### config.mk
export PLATFORM = sky130hd
export DESIGN_NAME = rca_seq_ctrl_flat
export DESIGN_NICKNAME = d
export VERILOG_FILES = /design/src/rtl/rca_seq_ctrl_if.sv /design/src/rtl/rca_seq_ctrl.sv /design/src/flat_wrapper.sv
export SDC_FILE = /design/constraint.sdc
export NUM_CORES = 1
export LEC_CHECK = 0
export BUFFER_PORTS_ARGS = -buffer_cell sky130_fd_sc_hd__buf_2
export CORE_ASPECT_RATIO = 1.2
export CORE_MARGIN = 2
export CORE_UTILIZATION = 49
export CTS_CLUSTER_DIAMETER = 120
export CTS_CLUSTER_SIZE = 24
export DETAILED_ROUTE_END_ITERATION = 7
export MAX_ROUTING_LAYER = met4
export PLACE_DENSITY = 0.76
export SKIP_LAST_GASP = 1
export SYNTH_ARGS = -nofsm -noshare
export SYNTH_HDL_FRONTEND = slang
export SYNTH_SLANG_ARGS = --single-unit
### constraint.sdc
create_clock -name clk -period 4.41 [get_ports clk]
set_input_delay 0.441 -clock clk [delete_from_list [all_inputs] [get_ports clk]]
set_output_delay 0.441 -clock clk [all_outputs]
set_load 0.01 [all_outputs]
### src/rtl/rca_seq_ctrl_if.sv
// Operand/result bundle for rca_seq_ctrl.
//   master: drives start/a/b, observes busy/done/result (operand source side)
//   slave : the sequencer itself
interface rca_seq_ctrl_if #(
  parameter int unsigned WIDTH = 32
);
  logic             start;
  logic [WIDTH-1:0] a;
  logic [WIDTH-1:0] b;
  logic             busy;
  logic             done;
  logic [WIDTH:0]   result;

  modport master (output start, a, b, input  busy, done, result);
  modport slave  (input  start, a, b, output busy, done, result);
endinterface

### src/rtl/rca_seq_ctrl.sv
// Multi-cycle adder: sums two WIDTH-bit operands through a CHUNK-bit ripple-carry
// adder, one chunk per clock, LSB chunk first, carry held in a register between chunks.
// Ports:
//   clk    rising-edge clock
//   rst_n  synchronous reset, active low
//   bus    slave side of rca_seq_ctrl_if: start/a/b in, busy/done/result out
//          (result[WIDTH] is the final carry out; valid while done=1 and held afterwards)
module rca_seq_ctrl #(
  parameter int unsigned WIDTH = 32,
  parameter int unsigned CHUNK = 8
) (
  input  logic          clk,
  input  logic          rst_n,
  rca_seq_ctrl_if.slave bus
);

  localparam int unsigned NCHUNK = WIDTH / CHUNK;
  localparam int unsigned IDXW   = (NCHUNK > 1) ? $clog2(NCHUNK) : 1;

  typedef enum logic [1:0] {
    S_IDLE,
    S_RUN,
    S_DONE
  } state_t;

  state_t           state, state_nxt;
  logic [IDXW-1:0]  idx, idx_nxt;
  logic             carry, carry_nxt;
  logic [WIDTH-1:0] a_r, a_nxt;
  logic [WIDTH-1:0] b_r, b_nxt;
  logic [WIDTH:0]   result_r, result_nxt;
  logic             busy_r, done_r;

  logic [31:0]      base_c;
  logic [CHUNK:0]   sum_c;
  logic             last_c;

  // Bit-level ripple-carry adder for one chunk; carry-in folds in the inter-chunk carry.
  function automatic logic [CHUNK:0] rca(input logic [CHUNK-1:0] x,
                                         input logic [CHUNK-1:0] y,
                                         input logic             cin);
    logic             c;
    logic [CHUNK-1:0] s;
    c = cin;
    s = '0;
    for (int i = 0; i < int'(CHUNK); i++) begin
      s[i] = x[i] ^ y[i] ^ c;
      c    = (x[i] & y[i]) | (c & (x[i] ^ y[i]));
    end
    return {c, s};
  endfunction

  // Current chunk slice and its sum.
  assign base_c = 32'(idx) * 32'(CHUNK);
  assign sum_c  = rca(a_r[base_c +: CHUNK], b_r[base_c +: CHUNK], carry);
  assign last_c = (idx == IDXW'(NCHUNK - 1));

  // State register.
  always_ff @(posedge clk) begin
    if (!rst_n) state <= S_IDLE;
    else        state <= state_nxt;
  end

  // Next-state and datapath next values.
  always_comb begin
    state_nxt  = state;
    idx_nxt    = idx;
    carry_nxt  = carry;
    a_nxt      = a_r;
    b_nxt      = b_r;
    result_nxt = result_r;
    case (state)
      S_IDLE, S_DONE: begin
        if (bus.start) begin
          a_nxt      = bus.a;
          b_nxt      = bus.b;
          idx_nxt    = '0;
          carry_nxt  = 1'b0;
          result_nxt = '0;
          state_nxt  = S_RUN;
        end else if (state == S_DONE) begin
          state_nxt  = S_IDLE;
        end
      end
      S_RUN: begin
        result_nxt[base_c +: CHUNK] = sum_c[CHUNK-1:0];
        carry_nxt                   = sum_c[CHUNK];
        if (last_c) begin
          result_nxt[WIDTH] = sum_c[CHUNK];
          state_nxt         = S_DONE;
        end else begin
          idx_nxt = idx + IDXW'(1);
        end
      end
      default: state_nxt = S_IDLE;
    endcase
  end

  // Datapath and registered status; busy/done track the state being entered.
  always_ff @(posedge clk) begin
    if (!rst_n) begin
      idx      <= '0;
      carry    <= 1'b0;
      a_r      <= '0;
      b_r      <= '0;
      result_r <= '0;
      busy_r   <= 1'b0;
      done_r   <= 1'b0;
    end else begin
      idx      <= idx_nxt;
      carry    <= carry_nxt;
      a_r      <= a_nxt;
      b_r      <= b_nxt;
      result_r <= result_nxt;
      busy_r   <= (state_nxt == S_RUN);
      done_r   <= (state_nxt == S_DONE);
    end
  end

  assign bus.busy   = busy_r;
  assign bus.done   = done_r;
  assign bus.result = result_r;

endmodule

### src/flat_wrapper.sv
// flat-port wrapper written by rule: the top's interface ports become plain ports
module rca_seq_ctrl_flat 
#(
  parameter int unsigned WIDTH = 32,
  parameter int unsigned CHUNK = 8
)
  (clk, rst_n, bus_start, bus_a, bus_b, bus_busy, bus_done, bus_result);
  rca_seq_ctrl_if #(.WIDTH(WIDTH)) bus_i ();
  input  logic clk;
  input  logic rst_n;
  input wire logic [$bits(bus_i.start)-1:0] bus_start;
  input wire logic [$bits(bus_i.a)-1:0] bus_a;
  input wire logic [$bits(bus_i.b)-1:0] bus_b;
  output wire logic [$bits(bus_i.busy)-1:0] bus_busy;
  output wire logic [$bits(bus_i.done)-1:0] bus_done;
  output wire logic [$bits(bus_i.result)-1:0] bus_result;
  assign bus_i.start = bus_start;
  assign bus_i.a = bus_a;
  assign bus_i.b = bus_b;
  assign bus_busy = bus_i.busy;
  assign bus_done = bus_i.done;
  assign bus_result = bus_i.result;
  rca_seq_ctrl #(.WIDTH(WIDTH), .CHUNK(CHUNK)) u_core (.clk(clk), .rst_n(rst_n), .bus(bus_i));
endmodule
Yosys cells after proc, flatten, opt, wreduce, memory -nomap -nowiden

Index checks and enable logic that the tools add are counted.

Shift operators: 4
Bitwise operators: 40
$add $sub $neg: 2
Reductions and logical operators: 6
Muxes and demuxes: 13
Equal/unequal tests: 7

Operators with widths:

| kind                      | count |
|---|---|
| $pmux W33 S2              | 1 |
| $shiftx A32 B6 Y8         | 2 |
| $neg A5 Y34               | 1 |
| $shift A8 B34 Y33 const A | 1 |
| $shiftx A8 B34 Y33        | 1 |
| $bwmux W33                | 1 |
| $mux W33                  | 1 |
| $and A1 B1 Y1             | 16 |
| $xor A1 B1 Y1             | 16 |
| $mux W2                   | 5 |
| $or A1 B1 Y1              | 8 |
| $pmux W2 S2               | 2 |
| $eq A2 B2 Y1 const B      | 3 |
| $eq A2 B1 Y1 const B      | 2 |
| $ne A2 B2 Y1 const B      | 2 |
| $reduce_and A2 Y1         | 2 |
| $reduce_and A3 Y1         | 1 |
| $add A2 B1 Y2 const B     | 1 |
| $logic_not A2 Y1          | 1 |
| $mux W1                   | 2 |
| $pmux W1 S2               | 1 |
| $reduce_bool A2 Y1        | 1 |
| $reduce_or A2 Y1          | 1 |

Flip-flop bits (word level): 104
Input port bits: 67
Output and inout bits: 35
Word-level logic and storage cells: 80

Logic depth before layout (Yosys ltp)

Gate-level depths: netlist (run 1).

Depth after elaboration: 21
Mapped depth: 17
Depth with buffers taken out: 15

Worst setup path after synthesis (run 1)

OpenSTA, ideal clock, no wires.

Path kind: register to register
Start point: register u_core.idx[1]
End point: register u_core.result_r[7] (netlist: u_core.bus.result[7])
Required time: 4.340 ns
Data arrival time: 4.594 ns
Period minus slack after synthesis: 4.664 ns
Cell stages (with the launch flop): 17
Setup time: 0.070 ns
Path buffers: 2
Slack: -0.254 ns
Cell sequence: dfxtp_1 buf_2 buf_2 mux4_2 inv_1 fa_1 fa_1 fa_1 fa_1 fa_1 fa_1 inv_1 fa_1 inv_1 fa_1 or4_1 a21oi_1

Cells in the longest elaborated chain, start to end: 20
Elaborated cells on any way between the ends: 44
Classes of those cells: add/sub: 1; shift: 4; mux: 2; bitwise: 37

RTL lines:

| element                | line                                   | RTL |
|---|---|---|
| from (decl)            | rca_seq_ctrl.sv:27                     | `logic [IDXW-1:0] idx, idx_nxt;` |
| from (signal assigned) | rca_seq_ctrl.sv:110                    | `idx <= idx_nxt;` |
| $shiftx A32 B6 Y8      | rca_seq_ctrl.sv:55                     | `assign sum_c = rca(a_r[base_c +: CHUNK], b_r[base_c +: CHUNK], carry);` |
| $xor A1 B1 Y1          | rca_seq_ctrl.sv:47, rca_seq_ctrl.sv:48 |  |
| $and A1 B1 Y1          | rca_seq_ctrl.sv:48                     | `c = (x[i] & y[i]) \| (c & (x[i] ^ y[i]));` |
| $or A1 B1 Y1           | rca_seq_ctrl.sv:48                     |  |
| $and A1 B1 Y1          | rca_seq_ctrl.sv:48                     |  |
| $or A1 B1 Y1           | rca_seq_ctrl.sv:48                     |  |
| $and A1 B1 Y1          | rca_seq_ctrl.sv:48                     |  |
| $or A1 B1 Y1           | rca_seq_ctrl.sv:48                     |  |
| [... 4 more ...]       | n/a                                    |  |
| $and A1 B1 Y1          | rca_seq_ctrl.sv:48                     |  |
| $or A1 B1 Y1           | rca_seq_ctrl.sv:48                     |  |
| $and A1 B1 Y1          | rca_seq_ctrl.sv:48                     |  |
| $or A1 B1 Y1           | rca_seq_ctrl.sv:48                     |  |
| $xor A1 B1 Y1          | rca_seq_ctrl.sv:47                     | `s[i] = x[i] ^ y[i] ^ c;` |
| $shiftx A8 B34 Y33     | rca_seq_ctrl.sv:86                     | `result_nxt[base_c +: CHUNK] = sum_c[CHUNK-1:0];` |
| $bwmux W33 *           | rca_seq_ctrl.sv:86                     |  |
| $pmux W33 S2 *         | rca_seq_ctrl.sv:72                     | `case (state)` |
| to (signal assigned)   | rca_seq_ctrl.sv:114                    | `result_r <= result_nxt;` |
| to (decl)              | rca_seq_ctrl.sv:31                     | `logic [WIDTH:0] result_r, result_nxt;` |

Mark *: on every way between the ends. The rest lies on a longest branch, timed or not.
A chain may end at the register's enable or synchronous reset.

Worst setup path in the final report (run 1)

Start point: register u_core.idx[0]
End point: register u_core.result_r[7] (netlist: u_core.bus.result[7])

Same word-level chain as after synthesis.

==> flow_summary.ini, run 1 <==
[floorplan]
num_rows = 38
initial_core_util_pct = 50.1
io_pins = 102
die_w_um = 91.5
design.core.area_sq_um = 8990
dieArea_sq_um = 9970
die_height_um = 109

[synth]
synth_nets = 581
syn_avg_cell_area_sq_um = 8.96
syn_inst = 502
yosys_warnings = 0
yosysSeqAreaShare_pct = 46.3
synth_edf_count = 0
synth_cell_types = 41
ys_seq_elements = 104
syn-cell-area_sq_um = 4500
synth-main-ff-cell = dfxtp_1
async_flop_share_pct = 0

[min_path]
min_path_type = primary input to register

[placement]
hpwl_mm = 7.67
place_congestion = 0.903
io_buffer_count = 101
dp_cells = 691

[global_route]
antenna_found_initial = 0
grt_pass1_vias = 3525
grt_usage_pct = 21.7
grt_pass1_wl_mm = 16.8
grt_overflow = 0
grt_max_degree = 70

[cells_and_area]
final_cells = 707
final_util_pct = 57.9
layout_commonest_cell = nand2_1
regArea_sq_um = 2080
fin_nets = 662
fillers = 816
multi_input_area_sq_um = 2150
area_delta_synth_final_pct = 15.7
layout_common_cells = nand2_1, dfxtp_1, buf_2
diodes = 0
drive_above_1_share_pct = 26.6

[sta]
finalHoldViolCount = 0
fmax_ghz = 0.234
worst_slew_pin_slew_ns = 0.922
fin_hold_ws_ns = 0.302
period_needed_ns = 4.27
skew_ns = 0.0100
maxSlewViolCount = 0
slew_headroom_pct = 38.5
setup-violations-final = 0
timing.final.crit_share_pct = 96.9

[pwr]
clkPwrFrac_pct = 29.5
p_sw_uw = 484
pwr-share-seq_pct = 56.1
intPower_mw = 1.31
p_sw_share_pct = 27.0
p_leak_nw = 2.05
ir_drop_mv = 0.197
p_comb_share_pct = 14.4
power_density_nw_per_um2 = 344
power_mw = 1.79

[clock_tree]
htreeDepth = 3
cts_tree = built
cts_buffers = 9
cts-root-buf = clkbuf_8
numClockSinks = 104
hold_buffers = 0
clk_latency_ns = 0.36
clock_path_buffers = 2
clk_pin_slew_worst_paths_ns = 0.10

[critical_path]
ff2ff_path_depth = 14
path_class = register to register
cp-start-kind = register
cp_data_arrival_time_ns = 4.56
crit_path_end_kind = register
regToRegStartpoint = u_core.idx[0]
reg2reg_slack_ns = 0.14
r2r_end = u_core.bus.result[7]
crit_end = u_core.bus.result[7]
worstPathRequired_ns = 4.70
path_max_fanout = 4
critPathLaunch = u_core.idx[0]

[detailed_routing]
drcViolationCount = 0
first_pass_iters = 5
ant_nets = 0
dr_total_vias = 3778
wire_per_inst_um = 14.6
drt_iter0_drc = 215
routed_wl_mm = 10.4
viasPerCell = 5.34

[flow_run]
maxCapViolations = 0

[run_status]
status = finished, final reports clean
registers in the layout (all words and copies together) (netlist names):
name and cells:
u_core.bus.busy 1, u_core.idx 2, u_core.b_r 32, u_core.a_r 32
u_core.state 2, u_core.bus.done 1, u_core.bus.result 33, u_core.carry 1
worst max-delay path: stages (launching register included):
cell and delay [ns]:
dfxtp_2 0.35, mux4_2 0.33, inv_1 0.06, fa_2 0.36, fa_2 0.38, fa_2 0.38
fa_2 0.38, fa_2 0.36, fa_2 0.32, inv_1 0.07, fa_1 0.17, inv_1 0.05
fa_1 0.44, or4_1 0.41, a21oi_1 0.15
cell families (layout without fill, tap and decap cells):
family / after synthesis / in the layout / share of synthesized area (%)
adders and majority gates: 12 / 12 / 4.67
buffers and inverters: 61 / 146 / 6.42
muxes: 16 / 16 / 8.01
AOI/OAI and AO/OA: 104 / 104 / 12.9
and+or+nand+nor: 205 / 205 / 21.7
DFF: 104 / 104 / 46.3
how the worst min path moves through the flow:
stage | startpoint | to | slack, ns | cells after the start
2_1_floorplan | u_core.a_r[10] | u_core.a_r[10] | 0.43 | 2
3_3_place_gp | u_core.b_r[4] | u_core.b_r[4] | 0.44 | 2
3_5_place_dp | u_core.b_r[6] | u_core.b_r[6] | 0.45 | 2
4_1_cts | bus_a[19] | u_core.a_r[19] | 0.30 | 3
5_1_grt | bus_a[28] | u_core.a_r[28] | 0.30 | 3
6_report | bus_a[29] | u_core.a_r[29] | 0.30 | 3
power by group through the flow:
stage | Sequential, mW | Combinational [mW] | Clock (mW)
floorplan | 1.02 | 0.186 | 0
global placement | 1.02 | 0.249 | 0
detailed placement | 1.03 | 0.256 | 0
CTS | 1.00 | 0.257 | 0.533
global route | 1.01 | 0.285 | 0.574
finish | 1.00 | 0.257 | 0.528
synth_stat cells, types with 2 or more instances:
cell type	n	area share (%)
fa_1	8	3.6
ha_1	4	1.1
nor2_1	6	0.50
and3_1	2	0.28
o2bb2ai_1	6	1.2
buf_6	2	0.50
buf_2	12	1.3
mux4_2	16	8.0
or3_1	2	0.28
clkbuf_1	16	1.3
inv_1	22	1.8
nand2b_1	2	0.28
dfxtp_1	104	46
or4_1	8	1.3
a32oi_1	2	0.39
nand3b_1	14	2.3
a21oi_1	90	10
buf_4	8	1.3
nor2b_1	3	0.42
nand3_1	24	2.7
nand2_1	131	11
layer usage:
| layer | global-route usage [%] | vias up | part of all wire [%] |
|---|---|---|---|
| li1 | - | 1868 | - |
| met3 | 3.52 | 22 | 5.2 |
| met2 | 35.6 | 122 | 50 |
| met4 | 7.90 | 0 | 2.5 |
| met5 | - | - | 0 |
| met1 | 27.4 | 1766 | 43 |
per-stage QoR:
stage	setup slack, ns	instance area, sq um	TNS [ns]
final	0.138	5200	0
after global routing	-0.0292	5200	-0.0292
after CTS	0.0396	5190	0
after detailed placement	0.0680	5030	0
after global placement	0.129	5030	0
after floorplan	0.00425	4530	0
layout make-up:
type / instances / area share [%]
Clock buffer: 10 / 2.64
Clock inverter: 5 / 0.601
Inverter: 22 / 1.59
Multi-Input combinational cell: 337 / 41.4
Sequential cell: 104 / 40.0
Tap cell: 120 / 2.89
Timing Repair Buffer: 109 / 10.9
timing repair:
action,CTS,global route
buffers inserted,0,1
setup endpoints to repair,0,1
resized for setup,0,1
hold endpoints to repair,0,0
Power figures use the tool's default switching activity.
==> inputs of run 2 (changes only) <==
--- a/config.mk
+++ b/config.mk
@@ -5,6 +5,7 @@
 export SDC_FILE = /design/constraint.sdc
 export NUM_CORES = 1
 export LEC_CHECK = 0
+export ABC_AREA = 1
 export BUFFER_PORTS_ARGS = -buffer_cell sky130_fd_sc_hd__buf_2
 export CORE_ASPECT_RATIO = 1.2
 export CORE_MARGIN = 2
==> flow_summary.ini, run 2 <==
[critical_path]
cp-start-kind = register
reg2reg_slack_ns = 0.24
regToRegStartpoint = u_core.idx[0]
crit_path_end_kind = register
ff2ff_path_depth = 16
path_max_fanout = 7
r2r_end = u_core.bus.result[31]
path_class = register to register
worstPathRequired_ns = 4.69
cp_data_arrival_time_ns = 4.45

[detailed_routing]
wire_per_inst_um = 14.0
first_pass_iters = 5
viasPerCell = 5.19
dr_total_vias = 4170
drt_iter0_drc = 229
routed_wl_mm = 11.2
drcViolationCount = 0
ant_nets = 0

[clock_tree]
clock_path_buffers = 2
htreeDepth = 3
clk_latency_ns = 0.36
numClockSinks = 104
cts-root-buf = clkbuf_8
cts_tree = built
cts_buffers = 9
hold_buffers = 0
clk_pin_slew_worst_paths_ns = 0.09
cts_setup_buffers = 0

[synth]
synth.area.top_cells = dfxtp_1, nor2_1, nand2_1
synth-main-ff-cell = dfxtp_1
yosys_warnings = 0
yosysMostFrequentCell = nor2_1
synth_nets = 676
yosys-top-cells-count = nor2_1, nand2_1, dfxtp_1, o21ai_0, a21oi_1
syn-cell-area_sq_um = 4500
synthXorXnorAreaFrac_pct = 0
ys_seq_elements = 104
async_flop_share_pct = 0
yosysSeqAreaShare_pct = 46.3
synth-simple-area-share_pct = 25.4
synth_compound_area_share_pct = 17.1
synth.top_cell.area_share_pct = 46.3
synth_adder_area_share_pct = 4.67
yosysTopAreaCell = dfxtp_1
syn_inst = 597
synthMuxAreaShare_pct = 0
synth_edf_count = 0
synth_cell_types = 25
syn_avg_cell_area_sq_um = 7.54
synth_top_family_by_area = simple AND/OR/NAND/NOR gates

[cells_and_area]
fin_area_sq_um = 5220
fillers = 862
drive_above_1_share_pct = 20.8
largest_reg_flops = 33
fin_nets = 758
layout_common_cells = nor2_1, nand2_1, dfxtp_1
layout_commonest_cell = nor2_1
diodes = 0
area_delta_synth_final_pct = 16.0

[min_path]
holdCritStartpoint = bus_b[7]
worstHoldPathCells = 3
min_to = u_core.b_r[7]
min_path_type = primary input to register

[global_route]
grt_pass1_vias = 3927
grt_pass1_wl_mm = 18.2
grt_usage_pct = 23.7
antenna_found_initial = 0
grt_max_degree = 69
grt_overflow = 0

[floorplan]
die_height_um = 109
num_rows = 38
design.core.area_sq_um = 8990
initial_core_util_pct = 50.1
io_pins = 102
dieArea_sq_um = 9970
die_w_um = 91.5

[placement]
place_congestion = 0.936
hpwl_mm = 8.50
placed_cell_area_sq_um = 5010
io_buffer_count = 101

[sta]
finalSetupTns_ns = 0
slew_headroom_pct = 35.8
finalHoldViolCount = 0
fmax_ghz = 0.240
maxSlewViolCount = 0
skew_ns = 0.0128
setup-violations-final = 0
timing.final.crit_share_pct = 94.6
worst_slew_pin_slew_ns = 0.960
rsz0062_at_grt = no
period_needed_ns = 4.17

[flow_run]
maxCapViolations = 0

[run_status]
status = finished, final reports clean

[pwr]
p_leak_nw = 2.20
power_density_nw_per_um2 = 396
ir_drop_mv = 0.209
## run 2: how the worst max path moves through the flow
| stage | to | from | slack [ns] | cells past startpoint |
|---|---|---|---|---|
| 6_report | u_core.bus.result[31] | u_core.idx[0] | 0.24 | 16 |
| 5_1_grt | u_core.bus.result[31] | u_core.idx[0] | 0.01 | 16 |
| 4_1_cts | u_core.bus.result[31] | u_core.idx[1] | 0.02 | 16 |
| 3_5_place_dp | u_core.bus.result[31] | u_core.idx[0] | 0.007 | 15 |
| 3_3_place_gp | u_core.bus.result[15] | u_core.idx[0] | 0.06 | 15 |
| 2_1_floorplan | u_core.bus.result[15] | u_core.idx[0] | 0.003 | 17 |
## run 2: area by class of cell
type | instances | area (sq um) | share of cell area (%)
clock buffer | 12 | 135 | 2.59
tap | 120 | 150 | 2.88
clock inverter | 4 | 55.1 | 1.05
timing repair buffer | 109 | 566 | 10.8
inverter | 22 | 85.1 | 1.63
multi-input combinational | 433 | 2140 | 41.0
sequential | 104 | 2090 | 40.0
## run 2: layer usage
metal / global-route usage [%] / wire, um
met5: - / 0
met4: 9.20 / 316
met3: 4.63 / 550
met2: 42.4 / 5800
met1: 26.1 / 4570
## run 2: per-stage QoR
step	setup slack (ns)	util (%)	std cells	power [mW]	hold WS (ns)
4_1_cts	0.0162	57.9	804	2.07	0.304
2_1_floorplan	0.00331	-	597	1.37	0.449
5_1_grt	0.0129	58.1	804	2.17	0.312
3_3_place_gp	0.0565	55.8	788	1.49	0.445
3_5_place_dp	0.00680	55.8	788	1.50	0.452
6_report	0.239	58.1	804	2.07	0.314
## run 2: critical path: stages, from the launching register on
cell and delay, ns:
dfxtp_4 0.38, inv_4 0.08, nand2_1 0.05, a32o_1 0.23
fa_1 0.42, fa_2 0.35, fa_1 0.39, fa_2 0.35
fa_2 0.35, fa_1 0.37, inv_1 0.08, fa_1 0.16
inv_1 0.05, fa_1 0.48, nor3_2 0.15, nand2_1 0.09
a21oi_1 0.13
## run 2: where the power goes
group,switching [mW],internal [mW],total (mW)
registers,0.0412,1.00,1.04
clock network,0.314,0.266,0.580
logic,0.282,0.166,0.448
## run 2: cell families after synthesis
family | count (synthesis)
simple gates | 284
buf+inv | 60
compound gates | 137
flops | 104
fa+ha+maj | 12
## run 2: repair_timing
item	CTS	global route
gates resized for setup	1	6
pin swaps	0	1
setup endpoints to repair	2	5
==> inputs of run 3 (changes only) <==
--- a/config.mk
+++ b/config.mk
@@ -6,15 +6,15 @@
 export NUM_CORES = 1
 export LEC_CHECK = 0
 export ABC_AREA = 1
-export BUFFER_PORTS_ARGS = -buffer_cell sky130_fd_sc_hd__buf_2
 export CORE_ASPECT_RATIO = 1.2
 export CORE_MARGIN = 2
-export CORE_UTILIZATION = 49
+export CORE_UTILIZATION = 55
 export CTS_CLUSTER_DIAMETER = 120
 export CTS_CLUSTER_SIZE = 24
 export DETAILED_ROUTE_END_ITERATION = 7
+export DONT_BUFFER_PORTS = 1
 export MAX_ROUTING_LAYER = met4
-export PLACE_DENSITY = 0.76
+export PLACE_DENSITY_LB_ADDON = 0.3
 export SKIP_LAST_GASP = 1
 export SYNTH_ARGS = -nofsm -noshare
 export SYNTH_HDL_FRONTEND = slang
==> flow_summary.ini, run 3 (synthesized netlist as in run 2, its figures left out) <==
[critical_path]
path_class = register to register
ff2ff_path_depth = 16
worst_path_most_repeated_cell = fa_2
crit_path_max_incr_delay_ns = 0.52
cp_data_arrival_time_ns = 4.52
path_cells = inv_4 > nand2_1 > a32o_1 > fa_2 > fa_2 > fa_2 > fa_2 > fa_2 > fa_1 > inv_1 > fa_1 > inv_1 > fa_1 > nor3_2 > nand2_1 > a21oi_1
crit_family = adder cells
path_max_fanout = 7
regToRegStartpoint = u_core.idx[0]
reg2reg_slack_ns = 0.19
cp-start-kind = register
critical_path_buf_inv_count = 3
worstPathRequired_ns = 4.71
slowest_stage = fa_1
r2r_end = u_core.bus.result[15]
crit_path_end_kind = register

[sta]
setup-violations-final = 0
worst_slew_pin_slew_ns = 0.922
period_needed_ns = 4.22
finalWorstSetupSlack_ns = 0.191
rsz0062_at_grt = no
skew_ns = 0.0101
slew_headroom_pct = 38.3
finalHoldViolCount = 0
timing.final.crit_share_pct = 95.7
fmax_ghz = 0.237
maxSlewViolCount = 0
fin_hold_ws_ns = 0.191
finalSetupTns_ns = 0

[clock_tree]
cts_buffers = 9
cts_tree = built
htreeDepth = 3
numClockSinks = 104
clock_path_buffers = 2
cts-root-buf = clkbuf_8
hold_buffers = 0
clk_latency_ns = 0.38
clk_pin_slew_worst_paths_ns = 0.09

[cells_and_area]
drive_above_1_share_pct = 7.89
area_delta_synth_final_pct = 5.06
multi_input_area_sq_um = 2150
fin_nets = 657
largest_reg_flops = 33
layout_common_cells = nor2_1, nand2_1, dfxtp_1
fin_area_sq_um = 4730
final_util_pct = 59.0
final_cells = 678
diodes = 0
regArea_sq_um = 2090
layout_commonest_cell = nor2_1
fillers = 760

[detailed_routing]
viasPerCell = 5.55
dr_total_vias = 3766
ant_nets = 0
routed_wl_mm = 10.8
wire_per_inst_um = 15.9
drt_iter0_drc = 215
first_pass_iters = 5
drcViolationCount = 0

[placement]
place_congestion = 0.925
placed_cell_area_sq_um = 4480
io_buffer_count = 0
dp_slack_ns = -0.0224
hpwl_mm = 7.99
dp_cells = 662

[floorplan]
design.core.area_sq_um = 8020
die_w_um = 86.6
dieArea_sq_um = 8930
num_rows = 36
die_height_um = 103
io_pins = 102
initial_core_util_pct = 56.1

[min_path]
min_to = u_core.a_r[30]
min_path_type = primary input to register
worstHoldPathCells = 2
holdCritStartpoint = rst_n

[global_route]
grt_max_degree = 69
grt_usage_pct = 25.8
grt_pass1_wl_mm = 17.2
grt_pass1_vias = 3631
grt_overflow = 0
antenna_found_initial = 0

[run_status]
status = finished, final reports clean

[pwr]
power_density_nw_per_um2 = 450
p_leak_nw = 1.77
ir_drop_mv = 0.202
power_mw = 2.13

[flow_run]
maxCapViolations = 0
run 3: final cells by class:
| type | instances | area share, % |
|---|---|---|
| multi-input cells | 433 | 45.4 |
| clock inverters | 6 | 1.91 |
| well taps | 95 | 2.51 |
| flip-flops and latches | 104 | 44.1 |
| repair buffers | 8 | 1.35 |
| inverters | 22 | 1.80 |
| clock buffers | 10 | 2.91 |
run 3: worst max-delay path by stage:
stage                  startpoint  depth (start not counted)  slack [ns]                    end
CTS                 u_core.idx[0]                         16        0.02   u_core.bus.result[7]
finish              u_core.idx[0]                         16        0.19  u_core.bus.result[15]
detailed placement  u_core.idx[0]                         15       -0.02  u_core.bus.result[15]
floorplan           u_core.idx[0]                         17       0.003  u_core.bus.result[15]
global placement    u_core.idx[0]                         15        0.09  u_core.bus.result[15]
global route        u_core.idx[0]                         16       0.002  u_core.bus.result[15]
run 3: timing repair:
| item | CTS | global route |
|---|---|---|
| setup buffers | 0 | 0 |
| endpoints found under the setup margin | 3 | 5 |
| pin swaps | 1 | 2 |
| cloned | 0 | 0 |
| resized for setup | 1 | 9 |
run 3: layer usage:
metal / GRT usage, % / part of all wire, %
met5: - / 0
met4: 13.8 / 4.1
met3: 4.48 / 4.9
met2: 44.1 / 51
met1: 28.7 / 40
run 3: report_power, final:
group / total (mW) / internal [mW] / switching (mW)
clock: 0.665 / 0.337 / 0.328
sequential: 1.05 / 1.00 / 0.0463
combinational: 0.415 / 0.146 / 0.269
total: 2.13 / 1.48 / 0.643
